$ cat src/rtl/soko_pkg.sv
// Shared types, default geometry and ROM stage images for the Sokoban stage loader.
package soko_pkg;

  typedef enum logic [1:0] {IDLE, FETCH, DRAIN, FINISH} state_e;

  localparam int GRID_W_DEF     = 8;
  localparam int GRID_H_DEF     = 8;
  localparam int NUM_STAGES_DEF = 4;

  // Field offsets inside one row word {box_row, dest_row, wall_row} at the default width.
  localparam int WALL_OFS = 0;
  localparam int DEST_OFS = GRID_W_DEF;
  localparam int BOX_OFS  = 2 * GRID_W_DEF;

  function automatic int scale_ofs(input int ofs, input int w);
    return (ofs / GRID_W_DEF) * w;
  endfunction

  function automatic int cell_idx(input int r, input int c, input int w);
    return r * w + c;
  endfunction

  // Stage images for an 8x8 grid; row r lives in byte r, column c at bit c of that byte.
  localparam int NUM_IMAGES = 4;
  localparam int IMG_SEL_W  = 2;

  localparam logic [63:0] WALL_IMG [NUM_IMAGES] = '{
    64'h3828_2fe1_87f4_141c,
    64'hff81_8181_8181_81ff,
    64'hff81_8181_8181_81ff,
    64'hffc3_8199_9981_c3ff
  };
  localparam logic [63:0] DEST_IMG [NUM_IMAGES] = '{
    64'h0010_0002_4000_0800,
    64'h0000_0000_2400_0000,
    64'h0000_0042_0000_0000,
    64'h0000_4000_0002_0000
  };
  localparam logic [63:0] BOX_IMG [NUM_IMAGES] = '{
    64'h0000_1004_2800_0000,
    64'h0000_0018_0000_0000,
    64'h0000_0000_1c00_0000,
    64'h0000_0400_0020_0000
  };
  localparam int PLAYER_X [NUM_IMAGES] = '{4, 1, 6, 5};
  localparam int PLAYER_Y [NUM_IMAGES] = '{4, 1, 6, 5};

endpackage

$ cat src/rtl/level_rom.sv
// Registered-output level ROM addressed by {stage, idx}; idx < GRID_H gives a row word,
// idx == GRID_H gives the player entry {y, x}.
module level_rom
  import soko_pkg::*;
#(
  parameter int GRID_W     = GRID_W_DEF,
  parameter int GRID_H     = GRID_H_DEF,
  parameter int NUM_STAGES = NUM_STAGES_DEF,
  parameter int STAGE_W    = 2,
  parameter int X_W        = 3,
  parameter int Y_W        = 3,
  parameter int IDX_W      = $clog2(GRID_H + 1)
) (
  input  logic                  clk,
  input  logic [STAGE_W-1:0]    stage,
  input  logic [IDX_W-1:0]      idx,
  output logic [3*GRID_W-1:0]   data
);

  localparam int W_O = scale_ofs(WALL_OFS, GRID_W);
  localparam int D_O = scale_ofs(DEST_OFS, GRID_W);
  localparam int B_O = scale_ofs(BOX_OFS, GRID_W);

  logic [IMG_SEL_W-1:0] img;
  logic [3*GRID_W-1:0]  word;

  always_comb begin
    img  = IMG_SEL_W'(stage);
    word = '0;
    if (int'(stage) < NUM_STAGES && int'(stage) < NUM_IMAGES) begin
      if (int'(idx) < GRID_H) begin
        word[W_O +: GRID_W] = GRID_W'(WALL_IMG[img] >> (int'(idx) * GRID_W));
        word[D_O +: GRID_W] = GRID_W'(DEST_IMG[img] >> (int'(idx) * GRID_W));
        word[B_O +: GRID_W] = GRID_W'(BOX_IMG[img] >> (int'(idx) * GRID_W));
      end else if (int'(idx) == GRID_H) begin
        word[X_W-1:0]    = X_W'(PLAYER_X[img]);
        word[X_W +: Y_W] = Y_W'(PLAYER_Y[img]);
      end
    end
  end

  always_ff @(posedge clk) begin
    data <= word;
  end

endmodule

$ cat src/rtl/level_loader.sv
// Sequential Sokoban stage loader: fetches one ROM row per cycle and assembles the level.
// Optional consistency check (box/destination counts, player cell) enabled by SOKO_STAGE_CHECK_EN.
module level_loader
  import soko_pkg::*;
#(
  parameter int GRID_W     = GRID_W_DEF,
  parameter int GRID_H     = GRID_H_DEF,
  parameter int NUM_STAGES = NUM_STAGES_DEF,
  parameter int STAGE_W    = 2,
  parameter int X_W        = 3,
  parameter int Y_W        = 3
) (
  input  logic                       clk,
  input  logic                       rst,
  input  logic                       start,
  input  logic [STAGE_W-1:0]         stage,
  output logic                       busy,
  output logic                       done,
  output logic                       stage_err,
  output logic                       level_valid,
  output logic [GRID_W*GRID_H-1:0]   wall,
  output logic [GRID_W*GRID_H-1:0]   destination,
  output logic [GRID_W*GRID_H-1:0]   box,
  output logic [X_W-1:0]             player_x,
  output logic [Y_W-1:0]             player_y,
  output logic                       level_bad
);

  localparam int IDX_W = $clog2(GRID_H + 1);
  localparam int N     = GRID_W * GRID_H;
  localparam int W_O   = scale_ofs(WALL_OFS, GRID_W);
  localparam int D_O   = scale_ofs(DEST_OFS, GRID_W);
  localparam int B_O   = scale_ofs(BOX_OFS, GRID_W);

  state_e               state_q, state_d;
  logic [STAGE_W-1:0]   stage_q, stage_d;
  logic [IDX_W-1:0]     idx_q, idx_d;
  logic                 rd_vld_q, rd_vld_d;
  logic [IDX_W-1:0]     rd_idx_q, rd_idx_d;
  logic [N-1:0]         wall_q, wall_d, dest_q, dest_d, box_q, box_d;
  logic [X_W-1:0]       px_q, px_d;
  logic [Y_W-1:0]       py_q, py_d;
  logic                 busy_q, busy_d, done_q, done_d;
  logic                 stage_err_q, stage_err_d, level_valid_q, level_valid_d;
  logic [3*GRID_W-1:0]  rom_data;
  logic [X_W-1:0]       rom_px;
  logic [Y_W-1:0]       rom_py;

  level_rom #(
    .GRID_W(GRID_W), .GRID_H(GRID_H), .NUM_STAGES(NUM_STAGES),
    .STAGE_W(STAGE_W), .X_W(X_W), .Y_W(Y_W), .IDX_W(IDX_W)
  ) u_rom (
    .clk  (clk),
    .stage(stage_q),
    .idx  (idx_q),
    .data (rom_data)
  );

  assign rom_px = rom_data[X_W-1:0];
  assign rom_py = rom_data[X_W +: Y_W];

`ifdef SOKO_STAGE_CHECK_EN
  localparam int CNT_W = $clog2(N + 1);

  logic [CNT_W-1:0] box_cnt_q, box_cnt_d, dest_cnt_q, dest_cnt_d;
  logic             level_bad_q, level_bad_d;
  logic [N-1:0]     wall_sh, box_sh;
  int               cell;

  function automatic logic [CNT_W-1:0] popcnt(input logic [GRID_W-1:0] row);
    return CNT_W'($countones(row));
  endfunction

  assign level_bad = level_bad_q;
`else
  assign level_bad = 1'b0;
`endif

  always_comb begin
    state_d       = state_q;
    stage_d       = stage_q;
    idx_d         = idx_q;
    rd_vld_d      = (state_q == FETCH);
    rd_idx_d      = idx_q;
    wall_d        = wall_q;
    dest_d        = dest_q;
    box_d         = box_q;
    px_d          = px_q;
    py_d          = py_q;
    busy_d        = busy_q;
    done_d        = 1'b0;
    stage_err_d   = 1'b0;
    level_valid_d = level_valid_q;
`ifdef SOKO_STAGE_CHECK_EN
    box_cnt_d   = box_cnt_q;
    dest_cnt_d  = dest_cnt_q;
    level_bad_d = level_bad_q;
    cell        = cell_idx(int'(rom_py), int'(rom_px), GRID_W);
    wall_sh     = wall_q >> cell;
    box_sh      = box_q >> cell;
`endif

    // ROM word issued last cycle lands here, tagged with the idx that produced it.
    if (rd_vld_q) begin
      if (rd_idx_q == IDX_W'(GRID_H)) begin
        px_d = rom_px;
        py_d = rom_py;
      end else begin
        for (int r = 0; r < GRID_H; r++) begin
          if (rd_idx_q == IDX_W'(r)) begin
            wall_d[r*GRID_W +: GRID_W] = rom_data[W_O +: GRID_W];
            dest_d[r*GRID_W +: GRID_W] = rom_data[D_O +: GRID_W];
            box_d[r*GRID_W +: GRID_W]  = rom_data[B_O +: GRID_W];
          end
        end
`ifdef SOKO_STAGE_CHECK_EN
        box_cnt_d  = box_cnt_q + popcnt(rom_data[B_O +: GRID_W]);
        dest_cnt_d = dest_cnt_q + popcnt(rom_data[D_O +: GRID_W]);
`endif
      end
    end

    case (state_q)
      IDLE: begin
        if (start) begin
          if (int'(stage) >= NUM_STAGES) begin
            stage_err_d = 1'b1;
          end else begin
            stage_d       = stage;
            idx_d         = '0;
            wall_d        = '0;
            dest_d        = '0;
            box_d         = '0;
            px_d          = '0;
            py_d          = '0;
            level_valid_d = 1'b0;
            busy_d        = 1'b1;
            state_d       = FETCH;
`ifdef SOKO_STAGE_CHECK_EN
            box_cnt_d   = '0;
            dest_cnt_d  = '0;
            level_bad_d = 1'b0;
`endif
          end
        end
      end
      FETCH: begin
        if (idx_q == IDX_W'(GRID_H)) begin
          state_d = DRAIN;
        end else begin
          idx_d = idx_q + 1'b1;
        end
      end
      DRAIN: begin
        state_d       = FINISH;
        done_d        = 1'b1;
        level_valid_d = 1'b1;
`ifdef SOKO_STAGE_CHECK_EN
        level_bad_d = (box_cnt_q != dest_cnt_q) || wall_sh[0] || box_sh[0];
`endif
      end
      FINISH: begin
        state_d = IDLE;
        busy_d  = 1'b0;
      end
      default: state_d = IDLE;
    endcase
  end

  always_ff @(posedge clk or posedge rst) begin
    if (rst) begin
      state_q       <= IDLE;
      stage_q       <= '0;
      idx_q         <= '0;
      rd_vld_q      <= 1'b0;
      rd_idx_q      <= '0;
      wall_q        <= '0;
      dest_q        <= '0;
      box_q         <= '0;
      px_q          <= '0;
      py_q          <= '0;
      busy_q        <= 1'b0;
      done_q        <= 1'b0;
      stage_err_q   <= 1'b0;
      level_valid_q <= 1'b0;
`ifdef SOKO_STAGE_CHECK_EN
      box_cnt_q   <= '0;
      dest_cnt_q  <= '0;
      level_bad_q <= 1'b0;
`endif
    end else begin
      state_q       <= state_d;
      stage_q       <= stage_d;
      idx_q         <= idx_d;
      rd_vld_q      <= rd_vld_d;
      rd_idx_q      <= rd_idx_d;
      wall_q        <= wall_d;
      dest_q        <= dest_d;
      box_q         <= box_d;
      px_q          <= px_d;
      py_q          <= py_d;
      busy_q        <= busy_d;
      done_q        <= done_d;
      stage_err_q   <= stage_err_d;
      level_valid_q <= level_valid_d;
`ifdef SOKO_STAGE_CHECK_EN
      box_cnt_q   <= box_cnt_d;
      dest_cnt_q  <= dest_cnt_d;
      level_bad_q <= level_bad_d;
`endif
    end
  end

  assign busy        = busy_q;
  assign done        = done_q;
  assign stage_err   = stage_err_q;
  assign level_valid = level_valid_q;
  assign wall        = wall_q;
  assign destination = dest_q;
  assign box         = box_q;
  assign player_x    = px_q;
  assign player_y    = py_q;

endmodule

$ cat config.mk
export PLATFORM = sky130hd
export DESIGN_NAME = level_loader
export DESIGN_NICKNAME = d
export VERILOG_FILES = /design/src/rtl/soko_pkg.sv /design/src/rtl/level_rom.sv /design/src/rtl/level_loader.sv
export SDC_FILE = /design/constraint.sdc
export NUM_CORES = 1
export LEC_CHECK = 0
export ABC_AREA = 1
export ABC_CLOCK_PERIOD_IN_PS = 14000
export CORE_UTILIZATION = 50
export CTS_BUF_LIST = sky130_fd_sc_hd__clkbuf_8 sky130_fd_sc_hd__clkbuf_16
export DETAILED_ROUTE_END_ITERATION = 8
export PLACE_DENSITY = 0.86
export SYNTH_ARGS = -nofsm -noshare
export SYNTH_HDL_FRONTEND = slang
export SYNTH_SLANG_ARGS = --single-unit
$ cat constraint.sdc
create_clock -name clk -period 14 [get_ports clk]
set_input_delay 2.1 -clock clk [delete_from_list [all_inputs] [get_ports clk]]
set_output_delay 2.1 -clock clk [all_outputs]
set_load 0.05 [all_outputs]
* Word-level counts from Yosys, hierarchy flattened
Index checks and enable logic that the tools add are counted.
** Storage, ports and cells
- Register bits :: 238
** Operators by class
- Shifts and indexed selects :: 3
- Add/sub/neg operators :: 1
- Bitwise gates (word level) :: 1
- Reductions and logical operators :: 10
- Magnitude comparators :: 2
- Equality and inequality tests :: 16
- Mux-type cells :: 69
** Operator list (count)
- 64-bit 2-to-1 mux :: 18
- 64-bit binary-select mux with 2-bit select :: 3
- 8-bit 2-to-1 mux :: 24
- 64-bit by 7-bit >> shifter with 8-bit output :: 3
- 32-bit binary-select mux with 2-bit select :: 1
- 3-bit 2-to-1 mux :: 10
- 4-bit by 3-bit equality test with 1-bit output, second input constant :: 4
- 4-bit equality test, second input constant :: 3
- 6-bit 2-to-1 mux :: 2
- 4-bit by 2-bit equality test with 1-bit output, second input constant :: 2
- 4-bit 2-to-1 mux :: 2
- 2-bit one-hot mux with 4 select lines :: 1
- 4-bit one-hot mux with 2 select lines :: 1
- 2-bit AND reduction :: 4
- 2-bit nonzero test :: 3
- 4-bit by 1-bit adder with 4-bit output, second input constant :: 1
- 2-bit equality test, second input constant :: 2
- 4-bit by 1-bit equality test with 1-bit output, second input constant :: 1
- 4-bit logical NOT :: 1
- 4-bit less-than comparator, second input constant :: 1
- 2-bit 2-to-1 mux :: 2
- 2-bit != test, second input constant :: 2
- 1-bit one-hot mux with 2 select lines :: 2
- 3-bit greater-or-equal comparator, second input constant :: 1
- 6 further kinds :: 8

* Depth between registers and ports, before layout
Gate-level depths: netlist of run 1.
- Depth in word-level cells :: 6
- Depth in mapped cells :: 9
- Depth with buffers taken out :: 9

* Cells and area by module
A second synthesis of run 1 with hierarchy kept.
** Second synthesis, totals
- Cells, all modules :: 1174
- Area total of the unflattened synthesis :: 9907.0 um^2
** By module, submodules not included
- level_loader :: seq. area each 5355.1 um^2, area an instance 9072.5 um^2, times used 1, cells each 1049
- level_rom :: seq. area each 340.3 um^2, area an instance 834.6 um^2, times used 1, cells each 125

* Worst setup path after synthesis of run 1
Ideal clock, no wire load.
- Path type :: input port to flip-flop
- Start :: input port start
- End :: register wall_q[61] (netlist: wall[61])
- Arrival time :: 2814 ps
- Path buffers :: 2
- Setup slack :: 11113 ps
- Stages on the path :: 5
- Library setup time :: 72 ps
- Cells stage by stage :: nand2_1 buf_2 clkbuf_1 o21ai_0 nor2_1
** On the way
- Longest elaborated chain between the ends :: 2
** RTL lines
- start: declaration :: RTL line level_loader.sv:15 : input logic start,
- 64-bit 2-to-1 mux :: RTL line level_loader.sv:125 : if (start) begin
- 64-bit 2-to-1 mux :: RTL line level_loader.sv:123 : case (state_q)
- via wall_d[61] :: RTL line level_loader.sv:40 : logic [N-1:0] wall_q, wall_d, dest_q, dest_d, box_q, box_d;
- end signal: assignment :: RTL line level_loader.sv:197 : wall_q <= wall_d;
- end: declaration :: RTL line level_loader.sv:40
The timed path passes the listed nets, and every way through them passes these cells.
A chain may end at the register's enable or synchronous reset.

* Worst setup path in the final report of run 1
- Start :: input port start
- End :: register dest_q[43] (netlist: destination[43])
** On the way
- Longest elaborated chain between the ends :: 2
** RTL lines
- 64-bit 2-to-1 mux :: RTL line level_loader.sv:125
- 64-bit 2-to-1 mux :: RTL line level_loader.sv:123
- via dest_d[43] :: RTL line level_loader.sv:40
- end signal: assignment :: RTL line level_loader.sv:198 : dest_q <= dest_d;
- end: declaration :: RTL line level_loader.sv:40
The timed path passes the listed nets, and every way through them passes these cells.

==> metrics.txt, run 1 <==
CTS tree=yes; first-pass GRT wire length=between 30 and 40 mm; num rows=49; htree depth=1; vias in the first global route=7309; area share of the largest cell type after synthesis=0.582; Post-synth top cells=290 x nor2_1, 214 x dfrtp_1, 152 x o21ai_0, 119 x nand2_1, 37 x inv_1; Syn-to-layout area delta=29.7%; startpoint types=input port; CP max FO=just over 100; drt pass-1 iters=5; 1st-iter DRT viols=~670; Hold Path Origin=box[6]$_DFF_PP0_; WL final=25.9 mm; sequential-to-total area share from yosys stat=0.619; Cell Pwr Density=about 180 mW/mm2; gr usage total=0.275; relative max-transition margin=0.193; CTS resizes=0; Syn Inst Count=1025; CORE AREA=0.0180 mm2; die area=0.0190 mm2; Tot Pwr=between 2000 and 2500 uW; final core occ=0.662; R2R depth=4; Syn Area/Cell=8.98 um2; clock skew=slightly above 0.007 ns; worst reg2reg path endpoint=destination[43]$_DFF_PP0_; RSZ-0062 raised after global routing=false; Max IR drop VDD=0.205 mV; Hold Fails Final Rpt=0; Final Setup Violations=0; actual transition at the worst max-transition pin=between 1 and 1.5 ns; Final min period=a little under 4 ns; Die W=roughly 140 um; pre-CTS setup slack=9.59 ns; crit share post-route=0.284; Worst Path Required=between 10 and 15 ns; via count=7864; most common cell in the netlist=nor2_1; aggregate global routing overflow=0; end of the worst hold path=box[6]$_DFF_PP0_; share of layout cells above drive strength 1=0.0459; top cells by area, synth=dfrtp_1 58%, nor2_1 12%, o21ai_0 8.3%, nand2_1 4.9%, dfxtp_1 3.7%; Syn. warnings=0; I/O pins=about 210; worst path arrival time=about 4.4 ns; Final GP Congestion=approximately 0.92; Clock transition at path regs=around 0.060 ns; CTS max path bufs=3; worst min path class=flop to flop; crit path kind=input port to flop; R2R Setup Slk=around 11 ns; worst r2r src=rd_vld_q$_DFF_PP0_; CTS Hold Bufs=0; Setup Fix Bufs, Post-CTS=0; initial core utilization=0.511; status=finished clean; Fin Setup TNS=0 ns; Routed Antenna Nets=0; FF+latch count, synth=about 230; Worst-Skew Late Latency=~0.52 ns; leakage power=around 0.0058 uW; Async SR Flop Fraction=0.926; Max Fclk=around 250 MHz; Die Ht=138 um; final worst slack=~10 ns; clk sinks=about 230; Final nets=roughly 1.2k; largest net degree at the start of global routing=between 100 and 150; synth unique cells=31; Primary FF master, synth=dfrtp_1; Crit. Startpoint=start; cts bufs inserted=23; synthesized area=0.00921 mm2; initial antenna violation count=0; CTS root buffer=clkbuf_16; IO buf count=between 200 and 250; Via density=5.51; number of synthesized flops with an enable pin=0; hold depth=2; Max Slew Vio Count=0; per-cell routed wire length=18.2 um; Worst Setup End Kind=flop; cell taking the most area after synthesis=dfrtp_1; DRC=0; post-DP HPWL=roughly 17 mm; WHS=approximately 0.50 ns; number of diodes=0; max_cap viols=0
[state kept, by name (all words and copies together), names as in the netlist]
register,count
box,64
busy,1
destination,64
done,1
idx_q,4
level_valid,1
player_x,3
player_y,3
rd_idx_q,4
rd_vld_q,1
stage_q,2
state_q,2
u_rom.data,17
wall,64
[critical path, stage by stage]
cell	delay, ns
clkdlybuf4s50_1	0.47
nand2_4	0.50
buf_4	0.83
o21ai_0	0.25
nor2_1	0.18
[worst max-delay path by stage]
stage                                     end  slack, ns
floorplan                    box[0]$_DFF_PP0_       6.05
global placement             box[4]$_DFF_PP0_       9.63
detailed placement         wall[50]$_DFF_PP0_       9.59
CTS                 destination[43]$_DFF_PP0_      10.10
global route               wall[50]$_DFF_PP0_       9.85
finish              destination[43]$_DFF_PP0_      10.03
[layer usage]
| layer | GRT usage | up-vias | share of wire |
|---|---|---|---|
| li1 | - | 3593 | - |
| met2 | 0.441 | 392 | 0.47 |
| met1 | 0.371 | 3820 | 0.40 |
| met3 | 0.0556 | 59 | 0.093 |
| met4 | 0.0952 | 0 | 0.030 |
| met5 | 0 | - | 0 |
[layout by cell type, fill, tap and decap left out, types with 2 or more instances in the layout]
cell,n
dfrtp_1,214
clkbuf_8,5
nor3_1,33
nand2_4,3
dfxtp_1,17
nand4_1,4
o21ai_0,152
nand2_1,118
inv_1,39
buf_4,3
clkinv_2,5
nand3_1,32
nor2_1,290
clkinv_1,2
ha_1,7
o21ai_1,4
nor2_4,2
clkinvlp_4,2
clkbuf_16,23
conb_1,2
nor2_2,7
a21oi_1,17
clkdlybuf4s50_1,205
[kinds of logic (layout without fill, tap and decap cells)]
group | count (synthesis) | count (layout) | share of synthesized area
flops | 231 | 231 | 0.619
other cells | 1 | 2 | 0.000407
buf+inv | 116 | 287 | 0.0557
simple gates | 492 | 492 | 0.217
fa+ha+maj | 7 | 7 | 0.00951
compound gates | 177 | 177 | 0.0977
xor+xnor | 1 | 1 | 0.000952
[cell type report]
cell class / instances / area (um2)
Tap cell: 229 / 287
Multi-Input combinational cell: 679 / 3010
Inverter: 40 / 160
Clock buffer: 28 / 644
Timing Repair Buffer: 208 / 2070
Clock inverter: 11 / 71.3
Sequential cell: 231 / 5700
Fill cell: 1359 / 6080
[metrics by stage]
| stage | area [um2] | cells |
|---|---|---|
| final | 11900 | 1426 |
| after global routing | 11900 | 1426 |
| after CTS | 11900 | 1426 |
| after detailed placement | 11200 | 1387 |
| after global placement | 11200 | 1387 |
| after floorplan | 9210 | 1026 |
[where the power goes]
| group | internal, uW | switching, uW |
|---|---|---|
| Clock | 328 | 257 |
| Combinational | 204 | 518 |
| Sequential | 760 | 115 |
| Total | 1290 | 891 |
(Power assumes the default switching activity.)
==> run 2: changes to the inputs <==
--- a/config.mk
+++ b/config.mk
@@ -6,11 +6,11 @@
 export NUM_CORES = 1
 export LEC_CHECK = 0
 export ABC_AREA = 1
-export ABC_CLOCK_PERIOD_IN_PS = 14000
-export CORE_UTILIZATION = 50
+export ABC_CLOCK_PERIOD_IN_PS = 3400
+export CORE_UTILIZATION = 45
 export CTS_BUF_LIST = sky130_fd_sc_hd__clkbuf_8 sky130_fd_sc_hd__clkbuf_16
 export DETAILED_ROUTE_END_ITERATION = 8
-export PLACE_DENSITY = 0.86
+export PLACE_DENSITY = 0.82
 export SYNTH_ARGS = -nofsm -noshare
 export SYNTH_HDL_FRONTEND = slang
 export SYNTH_SLANG_ARGS = --single-unit
==> constraint.sdc (replaced) <==
create_clock -name clk -period 3.4 [get_ports clk]
set_input_delay 0.51 -clock clk [delete_from_list [all_inputs] [get_ports clk]]
set_output_delay 0.51 -clock clk [all_outputs]
set_load 0.05 [all_outputs]
==> run 2 against run 1 <==
Compared with the run above: register-to-register slack lost 10 ns; largest cell class unchanged; global-route usage shrank 2.4 points; largest power group unchanged; clock power grew to 4.2 times the previous value; first-iteration DRC count shrank 10%; non-clock buffer count grew 6; clock-buffer cell count grew 2.
==> metrics.txt, run 2 (same netlist as run 1, synthesis figures left out) <==
Setup Fix Bufs, Post-CTS=0 (unchanged); RSZ-0062 raised after global routing=false; CTS root buffer=clkbuf_16; Max IR drop VDD=0.323 mV (+57%); Die W=145 um (+5.3%); DRC=0 (unchanged); vias in the first global route=7493 (+2.5%); # fillers=1639 (+21%); Worst Path Required=3.82 ns (-10.62 ns); startpoint types=flop; worst path arrival time=2.80 ns (-1.61 ns); CP max FO=23 (-78%); internal power=5410 uW (+320%); CTS max path bufs=3 (unchanged); num rows=51 (+4.1%); Worst-Skew Late Latency=0.52 ns (about the same); Psw=3670 uW (+310%); Tot Pwr=9080 uW (+320%); Via density=5.30 (-3.9%); initial antenna violation count=0 (unchanged); Max Slew Vio Count=0 (unchanged); pre-CTS setup slack=0.977 ns (-8.61 ns); fin area=0.0121 mm2 (+1.4%); switching share of power=0.404 (-0.00449); Clk pwr share=0.272 (+0.004); Fin Setup TNS=0 ns (unchanged); clock skew=0.0233 ns (+0.0161 ns); Die Ht=145 um (+5.3%); aggregate global routing overflow=0 (unchanged); drt pass-1 iters=5 (unchanged); final core occ=0.612 (-0.0505); CORE AREA=0.0198 mm2 (+9.7%); commonest non-fill, non-tap cell in the layout=nor2_1; WL final=26.5 mm (+2.1%); multi-input logic area=0.00301 mm2 (unchanged); cts bufs inserted=24 (+4.3%); max_cap viols=0 (unchanged); Max Fclk=between 400 and 500 MHz; actual transition at the worst max-transition pin=1.12 ns (-0.0874 ns); largest net degree at the start of global routing=137 (+1.5%); status=finished clean; via count=7810 (-0.69%); DP Area=0.0113 mm2 (+1.1%); first-pass GRT wire length=41.7 mm (+5.3%); Final GP Congestion=0.916 (-0.80%); final worst slack=1.02 ns (-9.01 ns); leakage power=0.00583 uW (+1.3%); Hold Fails Final Rpt=0 (unchanged); Cell Pwr Density=750 mW/mm2 (+310%); per-cell routed wire length=18.0 um (-1.2%); I/O pins=208 (unchanged); htree depth=1 (unchanged); gr usage total=0.251 (-0.0236); number of diodes=0 (unchanged); IO buf count=205 (unchanged); CTS resizes=0 (unchanged); Clock transition at path regs=0.06 ns (about the same); crit share post-route=0.700; Final min period=roughly 2.4 ns; post-DP HPWL=17.1 mm (+2.4%); relative max-transition margin=0.250 (+0.0570); worst min path class=flop to flop; Comb power frac=0.331 (about the same); CTS tree=yes; share of layout cells above drive strength 1=0.0505 (+0.00455); Routed Antenna Nets=0 (unchanged); 1st-iter DRT viols=596 (-10%); Syn-to-layout area delta=31.5%; most frequent cells in the layout=290 x nor2_1, 214 x dfrtp_1, 205 x clkdlybuf4s50_1; crit path kind=flop to flop; register area=0.00570 mm2 (unchanged); CTS Hold Bufs=0 (unchanged); die area=0.0210 mm2 (+11%); Flop pwr share=0.397 (-0.004); Worst Setup End Kind=flop; initial core utilization=0.465 (-0.0454); clk sinks=231 (unchanged); Final nets=1202 (+0.59%); Final Setup Violations=0 (unchanged)
run 2: power groups by stage:
| stage | sequential [uW] | combinational (uW) | clock [uW] |
|---|---|---|---|
| 2_1_floorplan | 4290 | 1310 | 0 |
| 5_1_grt | 3640 | 3230 | 2630 |
| 4_1_cts | 3590 | 3020 | 2510 |
| 3_3_place_gp | 3620 | 2940 | 0 |
| 3_5_place_dp | 3640 | 3000 | 0 |
| 6_report | 3600 | 3010 | 2470 |
run 2: worst paths after layout:
check,from,endpoint,slack [ns],cells past startpoint
min,box[6]$_DFF_PP0_,box[6]$_DFF_PP0_,0.49,2
max reg2reg,rd_idx_q[1]$_DFF_PP0_,destination[13]$_DFF_PP0_,1.02,5
min in group asynchronous,rst,destination[10]$_DFF_PP0_,0.51,3
max in group asynchronous,rst,destination[51]$_DFF_PP0_,2.24,3
min reg2reg,box[6]$_DFF_PP0_,box[6]$_DFF_PP0_,0.49,2
max,rd_idx_q[1]$_DFF_PP0_,destination[13]$_DFF_PP0_,1.02,5
run 2: per-stage QoR:
step / hold slack (ns) / instances
floorplan: 0.349 / 1026
global placement: 0.477 / 1429
detailed placement: 0.479 / 1429
CTS: 0.494 / 1473
global route: 0.518 / 1473
finish: 0.490 / 1473
run 2: critical path, cell delays in order, from the launching register on:
cell     delay, ns
dfrtp_1       0.42
inv_1         0.11
nand2_1       0.42
nor2_2        0.98
nand2_1       0.16
a21oi_1       0.19
run 2: cell type report:
class | instances | area share
Inverter | 40 | 0.0129
Clock buffer | 30 | 0.0564
Timing Repair Buffer | 214 | 0.178
Multi-Input combinational cell | 679 | 0.248
Tap cell | 265 | 0.0274
Sequential cell | 231 | 0.470
Clock inverter | 14 | 0.00610
run 2: per-layer routing:
layer / GRT usage / share of wire / vias to the layer above
met2: 0.419 / 0.48 / 360
li1: - / - / 3598
met3: 0.0340 / 0.072 / 62
met4: 0.0915 / 0.034 / 0
met5: 0 / 0 / -
met1: 0.334 / 0.41 / 3790
==> run 3: changes to the inputs <==
--- a/config.mk
+++ b/config.mk
@@ -6,11 +6,11 @@
 export NUM_CORES = 1
 export LEC_CHECK = 0
 export ABC_AREA = 1
-export ABC_CLOCK_PERIOD_IN_PS = 3400
-export CORE_UTILIZATION = 45
+export ABC_CLOCK_PERIOD_IN_PS = 2300
+export CORE_UTILIZATION = 50
 export CTS_BUF_LIST = sky130_fd_sc_hd__clkbuf_8 sky130_fd_sc_hd__clkbuf_16
 export DETAILED_ROUTE_END_ITERATION = 8
-export PLACE_DENSITY = 0.82
+export PLACE_DENSITY = 0.86
 export SYNTH_ARGS = -nofsm -noshare
 export SYNTH_HDL_FRONTEND = slang
 export SYNTH_SLANG_ARGS = --single-unit
==> constraint.sdc (replaced) <==
create_clock -name clk -period 2.3 [get_ports clk]
set_input_delay 0.345 -clock clk [delete_from_list [all_inputs] [get_ports clk]]
set_output_delay 0.345 -clock clk [all_outputs]
set_load 0.05 [all_outputs]
==> run 3 against run 2 <==
Compared with the run above: first-iteration DRC count increased by 4.5%; critical path depth decreased by 4; design area increased by 0.11%; sequential power increased by 47%; critical path type is now flop to output pin; highest routed layer unchanged.
==> metrics.txt, run 3 (same netlist as run 1, synthesis figures left out) <==
initial antenna violation count=0 (unchanged); first-pass GRT wire length=39.8 mm (-4.5%); crit path cell chain=clkdlybuf4s50_1; Setup Fix Bufs, Post-CTS=0 (unchanged); register area=0.00570 mm2 (unchanged); Max IR drop VDD=0.914 mV (+180%); share of layout cells above drive strength 1=0.0550 (+0.00451); relative max-transition margin=0.567 (+0.316); clk sinks=231 (unchanged); Worst Setup End Kind=output pin; DRC=0 (unchanged); commonest non-fill, non-tap cell in the layout=nor2_1; Crit. Startpoint=destination[51]$_DFF_PP0_; CTS tree=yes; worst r2r src=idx_q[1]$_DFFE_PP0P_; Syn-to-layout area delta=31.7%; R2R Setup Slk=0.55 ns (-0.47 ns); die area=0.0190 mm2 (-9.9%); CTS root buffer=clkbuf_16; CTS resizes=0 (unchanged); worst path arrival time=1.77 ns (-1.03 ns); leakage power=0.00588 uW (+1.0%); worst min path class=input port to async pin; Final GP Congestion=0.997 (+8.9%); crit share post-route=0.919; Via density=5.48 (+3.4%); Max Slew Vio Count=0 (unchanged); post-DP HPWL=16.9 mm (-1.0%); crit path kind=flop to output pin; IO buf count=205 (unchanged); CTS Hold Bufs=0 (unchanged); Largest stage delay, worst path=0.83 ns (-0.15 ns); Buf/Inv on CP=1 (unchanged); multi-input logic area=0.00301 mm2 (unchanged); cts bufs inserted=23 (-4.2%); Max Fclk=473 MHz; startpoint types=flop; Die W=138 um (-5.1%); num rows=49 (-3.9%); max_cap viols=0 (unchanged); initial core utilization=0.511 (+0.0454); final core occ=0.672 (+0.0604); Routed Antenna Nets=0 (unchanged); Clock transition at path regs=0.07 ns (about the same); htree depth=1 (unchanged); Final nets=1213 (+0.92%); most frequent cells in the layout=290 x nor2_1, 214 x dfrtp_1, 205 x clkdlybuf4s50_1; Die Ht=138 um (-5.1%); drt pass-1 iters=5 (unchanged); Tot Pwr=13400 uW (+48%); I/O pins=208 (unchanged); 1st-iter DRT viols=623 (+4.5%); Slowest-stage cell, CP=clkdlybuf4s50_1; clock skew=0.0202 ns (-0.00310 ns); fin area=0.0121 mm2 (+0.11%); gr usage total=0.275 (+0.0242); actual transition at the worst max-transition pin=0.650 ns (-0.471 ns); status=finished clean; CORE AREA=0.0180 mm2 (-8.9%); Cell Pwr Density=1110 mW/mm2 (+47%); Hold Fails Final Rpt=0 (unchanged); DP Area=0.0114 mm2 (+0.51%); Top Family by Delay on Critical Path=buffers and inverters; CTS max path bufs=3 (unchanged); # fillers=1357 (-17%); per-cell routed wire length=18.1 um (+0.57%); CP max FO=2 (-91%); aggregate global routing overflow=0 (unchanged); vias in the first global route=7338 (-2.1%); Final Setup Violations=0 (unchanged); Final min period=approximately 2.1 ns; via count=7934 (+1.6%); Worst-Skew Late Latency=0.52 ns (about the same); largest net degree at the start of global routing=117 (-15%); Worst Path Required=1.96 ns (-1.86 ns); RSZ-0062 raised after global routing=false; WL final=26.2 mm (-1.2%); number of diodes=0 (unchanged)
## run 3: changes by cell type in the layout (fill, tap and decap cells not counted), sizes merged
cell	before	now
bufinv	0	1
inv	45	50
clkinvlp	2	1
buf	9	21
clkbuf	30	25
clkinv	7	5
## run 3: final cells by class
class | instances | area share
Tap cell | 229 | 0.0236
Inverter | 40 | 0.0129
Clock inverter | 17 | 0.00909
Clock buffer | 25 | 0.0498
Timing Repair Buffer | 226 | 0.186
Multi-Input combinational cell | 679 | 0.248
Sequential cell | 231 | 0.470
## run 3: power by group
group / leakage (uW) / total (uW) / internal [uW] / switching, uW
Combinational: 0.00241 / 4520 / 1320 / 3200
Sequential: 0.00308 / 5310 / 4630 / 684
Clock: 0.000397 / 3560 / 2000 / 1560
Total: 0.00588 / 13400 / 7950 / 5440
## run 3: through the flow
step,hold WS (ns),worst slack (ns),setup TNS (ns),std cells
after floorplan,0.349,-0.829,-177.44,1026
after global placement,0.476,0.594,0,1405
after detailed placement,0.480,0.548,0,1405
after CTS,0.379,0.160,0,1447
after global routing,0.437,0.135,0,1447
final,0.376,0.187,0,1447
## run 3: layer usage
layer	global-route usage	routed length (um)
met3	0.0456	2030
met2	0.454	12700
met1	0.368	10600
met4	0.0934	749
met5	0	0
## run 3: worst paths after layout
kind	endpoint	cells after the start
max	destination[51]	1
min	destination[5]$_DFF_PP0_	3
max reg2reg	state_q[1]$_DFFE_PP0P_	7
min reg2reg	destination[7]$_DFF_PP0_	2
max in group asynchronous	box[29]$_DFF_PP0_	3
min in group clk	stage_q[1]$_DFFE_PP0P_	3
